<file path="src/rtl/ref_scoreboard.sv">
// ref_scoreboard: refresh sweep controller with per-row coverage scoreboard, on-demand
// refreshes for reads of stale rows, and a retention timer. Optional macro: REF_SKIP_EN.
`default_nettype none

module ref_scoreboard #(
    parameter int ROWS       = 128,
    parameter int AW         = $clog2(ROWS),
    parameter int RET_CYCLES = 4096
) (
    input  logic          clk,
    input  logic          rst,
    input  logic          i_start,
    input  logic          i_wr_en,
    input  logic [AW-1:0] i_wr_addr,
    input  logic          i_rd_en,
    input  logic [AW-1:0] i_rd_addr,
    output logic          o_ref_valid,
    output logic [AW-1:0] o_ref_addr,
    input  logic          i_ref_ready,
    output logic          o_ref_demand,
    output logic          o_rd_hit,
    output logic          o_busy,
    output logic          o_done,
    output logic          o_overrun
);

    localparam int TW = (RET_CYCLES > 1) ? $clog2(RET_CYCLES) : 1;

    typedef enum logic [1:0] {
        S_IDLE  = 2'd0,
        S_SWEEP = 2'd1,
        S_DONE  = 2'd2
    } state_t;

    state_t          r_state, w_state_nxt;
    logic [ROWS-1:0] r_sb, w_sb_nxt;
    logic [AW-1:0]   r_ptr, w_ptr_nxt;
    logic [TW-1:0]   r_timer;
    logic            r_overrun;

    logic w_expire, w_in_sweep, w_demand, w_sweep_req, w_skip, w_xfer, w_ptr_adv, w_ptr_last;

    assign w_expire   = (r_timer == TW'(RET_CYCLES - 1));
    assign w_ptr_last = (r_ptr == AW'(ROWS - 1));
    assign w_in_sweep = (r_state == S_SWEEP);
    assign w_demand   = w_in_sweep && i_rd_en && !r_sb[i_rd_addr];

`ifdef REF_SKIP_EN
    // Already-covered rows are stepped over without a transfer.
    assign w_sweep_req = w_in_sweep && !r_sb[r_ptr];
    assign w_skip      = w_in_sweep && !w_demand && r_sb[r_ptr];
`else
    assign w_sweep_req = w_in_sweep;
    assign w_skip      = 1'b0;
`endif

    assign o_ref_valid  = w_demand || w_sweep_req;
    assign o_ref_addr   = w_demand ? i_rd_addr : r_ptr;
    assign o_ref_demand = w_demand;
    assign w_xfer       = o_ref_valid && i_ref_ready;
    // Demand transfers never move the sweep pointer.
    assign w_ptr_adv    = (w_xfer && !w_demand) || w_skip;

    assign o_rd_hit  = (r_state == S_IDLE) ? 1'b1 : r_sb[i_rd_addr];
    assign o_busy    = (r_state != S_IDLE);
    assign o_done    = (r_state == S_DONE);
    assign o_overrun = r_overrun;

    always_comb begin
        w_state_nxt = r_state;
        w_sb_nxt    = r_sb;
        w_ptr_nxt   = r_ptr;
        case (r_state)
            S_IDLE: begin
                if (i_start || w_expire) begin
                    w_state_nxt = S_SWEEP;
                    w_sb_nxt    = '0;
                    w_ptr_nxt   = '0;
                end
            end
            S_SWEEP: begin
                if (w_xfer) begin
                    w_sb_nxt[o_ref_addr] = 1'b1;
                end
                if (i_wr_en) begin
                    w_sb_nxt[i_wr_addr] = 1'b1;
                end
                if (w_ptr_adv) begin
                    w_ptr_nxt = r_ptr + 1'b1;
                    if (w_ptr_last) begin
                        w_state_nxt = S_DONE;
                    end
                end
            end
            S_DONE: begin
                w_state_nxt = S_IDLE;
                w_sb_nxt    = '0;
            end
            default: begin
                w_state_nxt = S_IDLE;
                w_sb_nxt    = '0;
                w_ptr_nxt   = '0;
            end
        endcase
    end

    always_ff @(posedge clk or posedge rst) begin
        if (rst) begin
            r_state   <= S_IDLE;
            r_sb      <= '0;
            r_ptr     <= '0;
            r_timer   <= '0;
            r_overrun <= 1'b0;
        end else begin
            r_state <= w_state_nxt;
            r_sb    <= w_sb_nxt;
            r_ptr   <= w_ptr_nxt;
            if ((r_state == S_IDLE && i_start) || w_expire) begin
                r_timer <= '0;
            end else begin
                r_timer <= r_timer + 1'b1;
            end
            if (w_expire && r_state != S_IDLE) begin
                r_overrun <= 1'b1;
            end
        end
    end

endmodule

`default_nettype wire

</file>
<file path="config.mk">
export PLATFORM = sky130hd
export DESIGN_NAME = ref_scoreboard
export DESIGN_NICKNAME = d
export VERILOG_FILES = /design/src/rtl/ref_scoreboard.sv
export SDC_FILE = /design/constraint.sdc
export NUM_CORES = 1
export LEC_CHECK = 0
export BUFFER_PORTS_ARGS = -buffer_cell sky130_fd_sc_hd__buf_4
export CAP_MARGIN = 20
export CORE_ASPECT_RATIO = 0.8
export CORE_MARGIN = 3
export CORE_UTILIZATION = 30
export CTS_CLUSTER_SIZE = 10
export DETAILED_ROUTE_END_ITERATION = 12
export PLACE_DENSITY_LB_ADDON = 0.08
export RECOVER_POWER = 25
export SLEW_MARGIN = 25
export SYNTH_ARGS = -nofsm -noshare
export SYNTH_HDL_FRONTEND = slang
export SYNTH_SLANG_ARGS = --single-unit
</file>
<file path="constraint.sdc">
create_clock -name clk -period 7.83 [get_ports clk]
set_clock_uncertainty 0.2 [all_clocks]
set_input_delay 1.1745 -clock clk [delete_from_list [all_inputs] [get_ports clk]]
set_output_delay 1.1745 -clock clk [all_outputs]
set_load 0.02 [all_outputs]
</file>
==> impl_results.md, run 1 <==
* Post-CTS setup buffer count at 0
* Routed vias at 8928
* Die area at 34210 um2
* Power per cell area at 269.8 nW/um2
* Tmin final at 6459 ps
* Area leader, netlist: dfrtp_1
* RSZ-0062 raised after global routing: no
* Initial antenna violation count at 0
* Area contributors post-synth: dfrtp_1 (39%), mux4_2 (7.5%), a21oi_1 (7.2%)
* Register Area at 3754 um2
* Required time worst endpoint at 6460 ps
* Yosys reg bits at 150
* Global route overflow at 0
* Pleak at 4.303 nW
* Pin count of the biggest net entering global routing at 96
* Fin Setup TNS at 0 ps
* Multi-input logic area at 5468 um2
* Layout Area Growth over Synthesis at 11.89%
* Final HPWL from detailed placement at 25970 um
* Area of the core at 30950 um2
* Total CTS buffers at 17
* TritonCTS clock tree: yes
* Routed WL per cell at 25.97 um
* Post-synth top area share at 39.08%
* Slew HR at -160.1%
* Row Count at 57
* Register-to-Register Path Depth at 10
* Failing checks: max-capacitance violations, max-slew violations
* Synthesized area at 9605 um2
* IO Port Bufs at 32
* Share of layout cells above drive strength 1 at 17.90%
* Hold Path Depth at 1
* Clock tree buffer depth at 2
* DR vias/cell at 5.988
* Worst vdd ir at 155.3 uV
* Synth warnings at 0
* GP Congestion at 0.8193
* Clk slew on worst S/H paths at 60 ps
* Syn Area/Cell at 8.820 um2
* Number of global-route vias before repair at 8589
* Critical path capture point type: output pin
* # diodes at 0
* First DRT Iteration DRCs at 839
* Max_cap viols at 1
* Clock group share of total power at 28.9%
* Total GRT Usage at 22.89%
* Internal Power at 0.001845 W
* Number of I/O pins at 33
* Most common cell after layout, fill and taps aside: dfrtp_1
* Most frequent cells in the layout: dfrtp_1 (150), a21oi_1 (138), o21ai_0 (133), nand2_1 (95), nor2_1 (89)
* DRT Pass-1 Iters at 5
* Worst Hold Class: reg -> reg
* Worst skew pair latency at 440 ps
* Chip width at 206.1 um
* Depth of the CTS H-tree at 4
* Final Hold Fails at 0
* Final ANT Viol Nets at 0
* Asr flop ratio synth at 100.0%
* Placed cells at 1459
* Net count after synthesis at 1111
* Clk root buf: clkbuf_16
* Fillers at 3254
* Post-Syn Instances at 1089
* Hold Buf Count CTS at 0
* Max Fclk at 0.1548 GHz
* Worst-path cell chain: buf_4, mux4_2, mux4_2, o22a_1, and3_1, nor3_4, nor2_4, inv_2, nand2_1, nand2_1, buf_4
* Power Total at 0.002899 W
* Seq/Total Area, Yosys at 39.08%
* NumNets Final at 1088
* CP Class: in -> out
* Sinks on Clock Net at 150
* Crit path largest cell delay at 670 ps
* Final setup vio count at 0
* Fin crit share at 82.49%
* Total wire length at 38710 um
* Status: finished with violations
* DIE HEIGHT at 166.0 um
* # DRC at 0
* Psw at 0.001055 W
* Combinational share of power at 30.2%
* Sequential Power Share at 40.9%
* Fin cells at 1491
* Tightest Pin Transition at 3880 ps
* Slew Viols, Final at 83
* Critical Path AT at 5080 ps
* Worst path slowest cell: nor3_4
* Startpoint Class: input port
* Post-synth EDFFs at 0
* Initial core utilization at 31.03%
* Critical Path Fanout Max at 36
* Primary FF master, synth: dfrtp_1
* Cts repair resizes at 0
* Sw Share at 36.38%
* Distinct cells, synth at 56
* Global-route wire length before repair at 58880 um
-- stage by stage --
step	setup WS [ps]	hold slack, ps	cell area (um2)	utilization, %
after CTS	1383	259.3	10700	34.57
final	1371	255.0	10750	34.72
after global routing	1097	285.7	10750	34.72
after global placement	1438	241.6	10120	32.69
after detailed placement	1397	244.9	10130	32.72
after floorplan	2419	247.4	9605	-
-- final timing paths --
kind	startpoint	end	slack, ps
max	i_rd_addr[1]	o_ref_addr[1]	1370
min	o_overrun$_DFFE_PP0P_	o_overrun$_DFFE_PP0P_	260
max reg2reg	r_sb[9]$_DFFE_PP0P_	r_sb[61]$_DFFE_PP0P_	3210
min reg2reg	o_overrun$_DFFE_PP0P_	o_overrun$_DFFE_PP0P_	260
max in group asynchronous	rst	r_sb[60]$_DFFE_PP0P_	3890
min in group asynchronous	rst	r_timer[2]$_DFF_PP0_	1690
-- synthesized netlist by cell type, types with 6 or more instances --
master,count
nor2b_1,11
nor2_1,91
dfrtp_1,150
inv_1,6
mux4_2,32
buf_2,20
o2bb2ai_1,15
buf_1,8
a21oi_1,138
and2_1,6
or2_2,6
and3_1,20
nand4_1,7
clkbuf_1,58
nor3_1,46
xor2_1,6
mux2i_1,17
nand2b_1,18
a22o_1,36
nand3_1,21
o21ai_0,133
a31oi_1,7
nand2_1,95
a22oi_1,14
a31o_2,46
o31ai_1,17
-- cell type report --
| type | count | area share, % |
|---|---|---|
| clock inverter | 11 | 1.164 |
| clock buffer | 20 | 4.156 |
| tap | 413 | 4.808 |
| timing repair buffer | 51 | 3.783 |
| inverter | 8 | 0.2910 |
| sequential | 150 | 34.92 |
| multi-input combinational | 838 | 50.87 |
-- per-layer routing --
metal	GRT usage, %	vias up	share of wire, %
li1	-	3993	-
met1	37.76	4563	51
met2	30.82	332	40
met3	3.939	40	6.9
met4	4.395	0	1.5
met5	0	-	0
-- cell families (layout without fill, tap and decap cells) --
logic type | after synthesis | in the layout | share of synthesized area, %
AO/OA/AOI/OAI | 429 | 429 | 27.99
AND/OR/NAND/NOR | 341 | 341 | 16.91
flip-flops | 150 | 150 | 39.08
buffers and inverters | 101 | 90 | 4.598
multiplexers | 56 | 56 | 10.25
XOR/XNOR | 10 | 10 | 0.9118
adder cells (fa/ha/maj) | 2 | 2 | 0.2605
-- flip-flops by register name (all words and copies together), names as in the netlist --
name	flops
o_overrun	1
r_ptr	7
r_sb	128
r_state	2
r_timer	12
-- critical path: cells and delay by family --
kind / cells / cell delay, ps
AO/OA/AOI/OAI: 1 / 200
AND/OR/NAND/NOR: 5 / 1440
buffers and inverters: 3 / 1100
multiplexers: 2 / 1110
-- power groups by stage --
stage	Combinational [W]	Clock, W	Sequential (W)
5_1_grt	0.000955	0.000885	0.00121
6_report	0.000877	0.000837	0.00119
3_3_place_gp	0.000859	0	0.00120
4_1_cts	0.000870	0.000852	0.00117
2_1_floorplan	0.000660	0	0.00108
3_5_place_dp	0.000868	0	0.00118
No activity file was read; power rests on OpenSTA's default activity.
==> run 2: changes to the inputs <==
- clock period: 7.83 -> 5.6 ns (I/O delays scaled with it)
==> impl_results.md, run 2 (synthesized netlist as in run 1, its figures left out) <==
* Total CTS buffers at 17 (unchanged)
* Pin count of the biggest net entering global routing at 84 (-13%)
* Worst vdd ir at 194.1 uV (+25%)
* Sinks on Clock Net at 150 (unchanged)
* Tightest Pin Transition at 3358 ps (-521.3 ps)
* Max FFs per register at 128 (unchanged)
* Slew HR at -123.9% (+36 points)
* Multi-input logic area at 5451 um2 (-0.30%)
* Fillers at 3263 (+0.28%)
* Status: finished with violations
* First DRT Iteration DRCs at 1093 (+30%)
* Final setup vio count at 0 (unchanged)
* Leading registers by flop count: r_sb x128, r_timer x12, r_ptr x7
* Initial core utilization at 31.03% (unchanged)
* TritonCTS clock tree: yes
* DIE HEIGHT at 166.0 um (unchanged)
* Most flops, register: r_sb
* Total wire length at 38260 um (-1.2%)
* Final HPWL from detailed placement at 26370 um (+1.5%)
* Max Fclk at 0.2054 GHz
* Clk slew on worst S/H paths at 60 ps (about the same)
* Global route overflow at 0 (unchanged)
* Cts repair resizes at 0 (unchanged)
* Number of global-route vias before repair at 8392 (-2.3%)
* Post-CTS setup buffer count at 0 (unchanged)
* DRT Pass-1 Iters at 6 (+1)
* Most common cell after layout, fill and taps aside: dfrtp_1
* GP Congestion at 0.8319 (+1.5%)
* Final Hold Fails at 0 (unchanged)
* Critical Path AT at 3830 ps (-1250 ps)
* Clk root buf: clkbuf_16
* Worst Hold Class: reg -> reg
* Fin crit share at 86.94%
* Pleak at 4.347 nW (+1.0%)
* Hold Buf Count CTS at 0 (unchanged)
* Placed cells at 1474 (+1.0%)
* Initial antenna violation count at 0 (unchanged)
* Final ANT Viol Nets at 0 (unchanged)
* CP Class: in -> out
* Tmin final at 4869 ps
* Area of the core at 30950 um2 (unchanged)
* Routed vias at 8896 (-0.36%)
* Required time worst endpoint at 4560 ps (-1900 ps)
* WP buf/inv at 3 (unchanged)
* Clock tree buffer depth at 2 (unchanged)
* Fin Setup TNS at 0 ps (unchanged)
* NumNets Final at 1102 (+1.3%)
* Total GRT Usage at 22.48% (-0.41 points)
* Chip width at 206.1 um (unchanged)
* Die area at 34210 um2 (unchanged)
* Power per cell area at 370.5 nW/um2 (+37%)
* Worst path slowest cell: or4_4
* Failing checks: max-capacitance violations, max-slew violations
* Fin cells at 1506 (+1.0%)
* Global-route wire length before repair at 57680 um (-2.0%)
* # DRC at 0 (unchanged)
* RSZ-0062 raised after global routing: no
* Critical path capture point type: output pin
* Critical Path Fanout Max at 26 (-28%)
* IO Port Bufs at 32 (unchanged)
* Crit path largest cell delay at 650 ps (-20 ps)
* Startpoint Class: input port
* Depth of the CTS H-tree at 4 (unchanged)
* Layout Area Growth over Synthesis at 12.22%
* Row Count at 57 (unchanged)
* Worst skew pair latency at 450 ps (about the same)
* Worst-path cell chain: buf_4, mux4_2, mux4_2, nand2b_1, and3_1, or4_4, a21oi_4, inv_2, buf_4
* Share of layout cells above drive strength 1 at 18.77% (+0.87 points)
* Critical path's top delay family: multiplexers
* Routed WL per cell at 25.40 um (-2.2%)
* DR vias/cell at 5.907 (-1.4%)
* Slew Viols, Final at 84 (+1.2%)
* Register Area at 3754 um2 (unchanged)
* Number of I/O pins at 33 (unchanged)
* Most frequent cells in the layout: dfrtp_1 (150), a21oi_1 (138), o21ai_0 (133), nand2_1 (95), nor2_1 (90)
* Max_cap viols at 1 (unchanged)
-- run 2: changes by cell type in the layout (fill, tap and decap cells not counted), sizes merged --
cell    delta
clkbuf     -2
diode      +1
bufinv     -2
inv        +3
clkinv     +1
buf       +14
-- run 2: worst paths after layout --
check / from / to / slack [ps] / cells past startpoint
setup / recovery: i_rd_addr[1] / o_ref_addr[6] / 730 / 9
hold / removal: o_overrun$_DFFE_PP0P_ / o_overrun$_DFFE_PP0P_ / 260 / 1
setup reg to reg: r_sb[41]$_DFFE_PP0P_ / r_sb[61]$_DFFE_PP0P_ / 1660 / 11
min in group asynchronous: rst / r_timer[2]$_DFF_PP0_ / 1420 / 2
hold reg to reg: o_overrun$_DFFE_PP0P_ / o_overrun$_DFFE_PP0P_ / 260 / 1
max in group asynchronous: rst / r_sb[30]$_DFFE_PP0P_ / 1850 / 2
-- run 2: layer usage --
| layer | vias up | part of all wire (%) | routed length (um) | GRT usage (%) |
|---|---|---|---|---|
| met5 | - | 0 | 0 | 0 |
| met4 | 0 | 0.67 | 255 | 3.776 |
| met3 | 21 | 7.5 | 2882 | 4.409 |
| met2 | 364 | 40 | 15260 | 29.23 |
| met1 | 4494 | 52 | 19860 | 37.88 |
| li1 | 4017 | - | - | - |
-- run 2: final cells by class --
cell class | count | share of cell area [%]
clock buffer | 18 | 4.074
tap | 413 | 4.794
sequential | 150 | 34.82
inverter | 8 | 0.2786
clock inverter | 13 | 0.9054
antenna | 1 | 0.02322
multi-input combinational | 838 | 50.57
timing repair buffer | 65 | 4.527
-- run 2: power by group --
| part | total (W) | switching (W) | internal, W |
|---|---|---|---|
| registers | 0.00164 | 0.000277 | 0.00136 |
| clock network | 0.00111 | 0.000528 | 0.000581 |
| logic | 0.00124 | 0.000686 | 0.000557 |
| total | 0.00399 | 0.00149 | 0.00250 |
-- run 2: through the flow --
stage          total power (W)  area [um2]  util, %  setup slack [ps]  hold slack (ps)
2_1_floorplan         0.002427        9605        -             523.6            247.4
3_3_place_gp          0.002871       10230    33.04             737.3            243.7
3_5_place_dp          0.002868       10230    33.07             679.7            251.4
4_1_cts               0.003992       10770    34.80             697.4            265.9
5_1_grt               0.004190       10780    34.82             382.5            289.0
6_report              0.003993       10780    34.83             731.4            260.3
==> run 3: changes to the inputs <==
==> constraint.sdc (replaced) <==
create_clock -name clk -period 5.6 [get_ports clk]
set_clock_uncertainty 0.2 [all_clocks]
set_input_delay 0.56 -clock clk [delete_from_list [all_inputs] [get_ports clk]]
set_output_delay 0.56 -clock clk [all_outputs]
set_load 0.02 [all_outputs]
==> impl_results.md, run 3 (synthesized netlist as in run 1, its figures left out) <==
* Status: finished with violations
* Failing checks: max-capacitance violations, max-slew violations
* Pin count of the biggest net entering global routing at 128 (+52%)
* Required time worst endpoint at 4840 ps (+280 ps)
* Met2 global-route usage at 29.97% (+0.74 points)
* Global route overflow at 0 (unchanged)
* Initial core utilization at 31.03% (unchanged)
* Critical path capture point type: output pin
* Final Hold Fails at 0 (unchanged)
* Clk root buf: clkbuf_16
* Critical path's top delay family: multiplexers
* Clock tree buffer depth at 2 (unchanged)
* DR vias/cell at 5.971 (+1.1%)
* Final ANT Viol Nets at 0 (unchanged)
* Sw Share at 36.03% (-1.3 points)
* Layout Area Growth over Synthesis at 12.90%
* Fin crit share at 87.23% (+0.29 points)
* Slew Viols, Final at 90 (+7.1%)
* Area of the core at 30950 um2 (unchanged)
* Number of I/O pins at 33 (unchanged)
* Met3 Resource Use GR at 4.958% (+0.55 points)
* Internal Power at 0.002675 W (+6.9%)
* WP buf/inv at 3 (unchanged)
* Most flops, register: r_sb
* Max_cap viols at 2 (+1)
* NumNets Final at 1098 (-0.36%)
* Clock group share of total power at 30.7% (+2.9 points)
* Leading registers by flop count: r_sb x128, r_timer x12, r_ptr x7
* Most common cell after layout, fill and taps aside: dfrtp_1
* Most frequent cells in the layout: dfrtp_1 (150), a21oi_1 (138), o21ai_0 (133), nand2_1 (95), nor2_1 (88)
* Startpoint Class: input port
* Final HPWL from detailed placement at 26480 um (+0.41%)
* Sinks on Clock Net at 150 (unchanged)
* Tightest Pin Transition at 2516 ps (-842.9 ps)
* Final setup vio count at 0 (unchanged)
* Finished Cell Area at 10840 um2 (+0.60%)
* Routed vias at 8969 (+0.82%)
* Max Fclk at 0.2047 GHz (-0.33%)
* Total wire length at 39430 um (+3.1%)
* Clk slew on worst S/H paths at 70 ps (about the same)
* Worst skew pair latency at 450 ps (about the same)
* Row Count at 57 (unchanged)
* Combinational share of power at 29.9% (-1.2 points)
* Worst path slowest cell: mux4_2
* Sequential Power Share at 39.4% (-1.7 points)
* IO Port Bufs at 32 (unchanged)
* DRT Pass-1 Iters at 6 (unchanged)
* First DRT Iteration DRCs at 985 (-9.9%)
* Post-CTS setup buffer count at 0 (unchanged)
* Worst setup startpoint: i_rd_addr[1]
* Global-route wire length before repair at 58680 um (+1.7%)
* TritonCTS clock tree: yes
* Worst Hold Class: in -> reg
* Worst R2R Start: r_sb[46]$_DFFE_PP0P_
* Share of layout cells above drive strength 1 at 18.37% (-0.41 points)
* HP Start: i_start
* Die area at 34210 um2 (unchanged)
* CP Class: in -> out
* Crit path largest cell delay at 640 ps (about the same)
* Depth of the CTS H-tree at 4 (unchanged)
* Power per cell area at 385.6 nW/um2 (+4.1%)
* Total CTS buffers at 17 (unchanged)
* Fin Setup TNS at 0 ps (unchanged)
* Critical Path Fanout Max at 36 (+38%)
* Number of global-route vias before repair at 8440 (+0.57%)
* Worst vdd ir at 202.9 uV (+4.5%)
* Pleak at 4.371 nW (+0.56%)
* # diodes at 0 (-1)
* Chip width at 206.1 um (unchanged)
* Routed WL per cell at 26.25 um (+3.3%)
* Global route hottest layer: met1
* Max FFs per register at 128 (unchanged)
* Hold Buf Count CTS at 1 (+1)
* # DRC at 0 (unchanged)
* RSZ-0062 raised after global routing: no
* Met1 Use GR at 38.01% (+0.13 points)
* DIE HEIGHT at 166.0 um (unchanged)
* Worst-path cell chain: buf_4, mux4_2, mux4_2, nand2b_1, and3_1, or4_4, a21oi_4, inv_2, buf_4
* Critical Path AT at 4120 ps (+290 ps)
* Tmin final at 4885 ps (+16.07 ps)
* GP Congestion at 0.8180 (-1.7%)
* WHS at 140.4 ps (-119.9 ps)
* Slew HR at -68.63% (+55 points)
* Psw at 0.001506 W (+0.99%)
* Total GRT Usage at 22.99% (+0.50 points)
* Area post-placement at 10220 um2 (-0.17%)
* Cts repair resizes at 0 (unchanged)
* Initial antenna violation count at 0 (unchanged)
run 3: changes by cell type in the layout (fill, tap and decap cells not counted), sizes merged, moves of 2 or more:
cell	delta
clkbuf	+2
buf	-7
inv	-2
clkinvlp	-2
bufinv	+4
run 3: power groups by stage:
stage	Combinational [W]	Sequential (W)	Clock, W
floorplan	0.000922	0.00151	0
finish	0.00125	0.00165	0.00128
global route	0.00136	0.00167	0.00135
CTS	0.00125	0.00163	0.00130
detailed placement	0.00124	0.00165	0
global placement	0.00123	0.00166	0
run 3: area by class of cell:
class / instances / area (um2)
inverter: 8 / 31.28
multi-input combinational: 838 / 5449
tap: 413 / 516.7
fill: 3261 / 20110
timing repair buffer: 61 / 465.4
clock inverter: 14 / 198.9
clock buffer: 18 / 429.2
sequential: 150 / 3754
run 3: final timing paths:
| kind | cells after the start | endpoint | slack, ps |
|---|---|---|---|
| worst max-delay path | 9 | o_ref_addr[6] | 720 |
| worst min-delay path | 2 | r_timer[10]$_DFF_PP0_ | 140 |
| worst max register to register | 9 | r_sb[31]$_DFFE_PP0P_ | 1560 |
| worst min register to register | 1 | o_overrun$_DFFE_PP0P_ | 260 |
| max in group asynchronous | 4 | r_sb[93]$_DFFE_PP0P_ | 1290 |
| min in group asynchronous | 3 | r_timer[2]$_DFF_PP0_ | 1150 |
run 3: routing by layer:
metal | vias to the layer above | part of all wire, %
met2 | 357 | 41
met4 | 0 | 1.2
met3 | 32 | 7.5
met1 | 4569 | 51
li1 | 4011 | -
met5 | - | 0
run 3: metrics by stage:
stage	setup WS (ps)	util, %	total power (W)	cells
floorplan	803.6	-	0.002427	1089
global placement	712.1	32.99	0.002892	1469
detailed placement	676.5	33.01	0.002888	1469
CTS	699.1	35.07	0.004180	1502
global route	563.8	35.04	0.004381	1502
finish	715.3	35.04	0.004181	1502
run 3: worst reg2reg max path: stages, from the launching register on:
cell	delay [ps]
dfrtp_1	410
mux4_2	520
mux4_2	500
nand2b_1	160
and3_1	220
or4_4	530
buf_4	290
and3_1	230
o21ai_1	660
o31ai_1	190
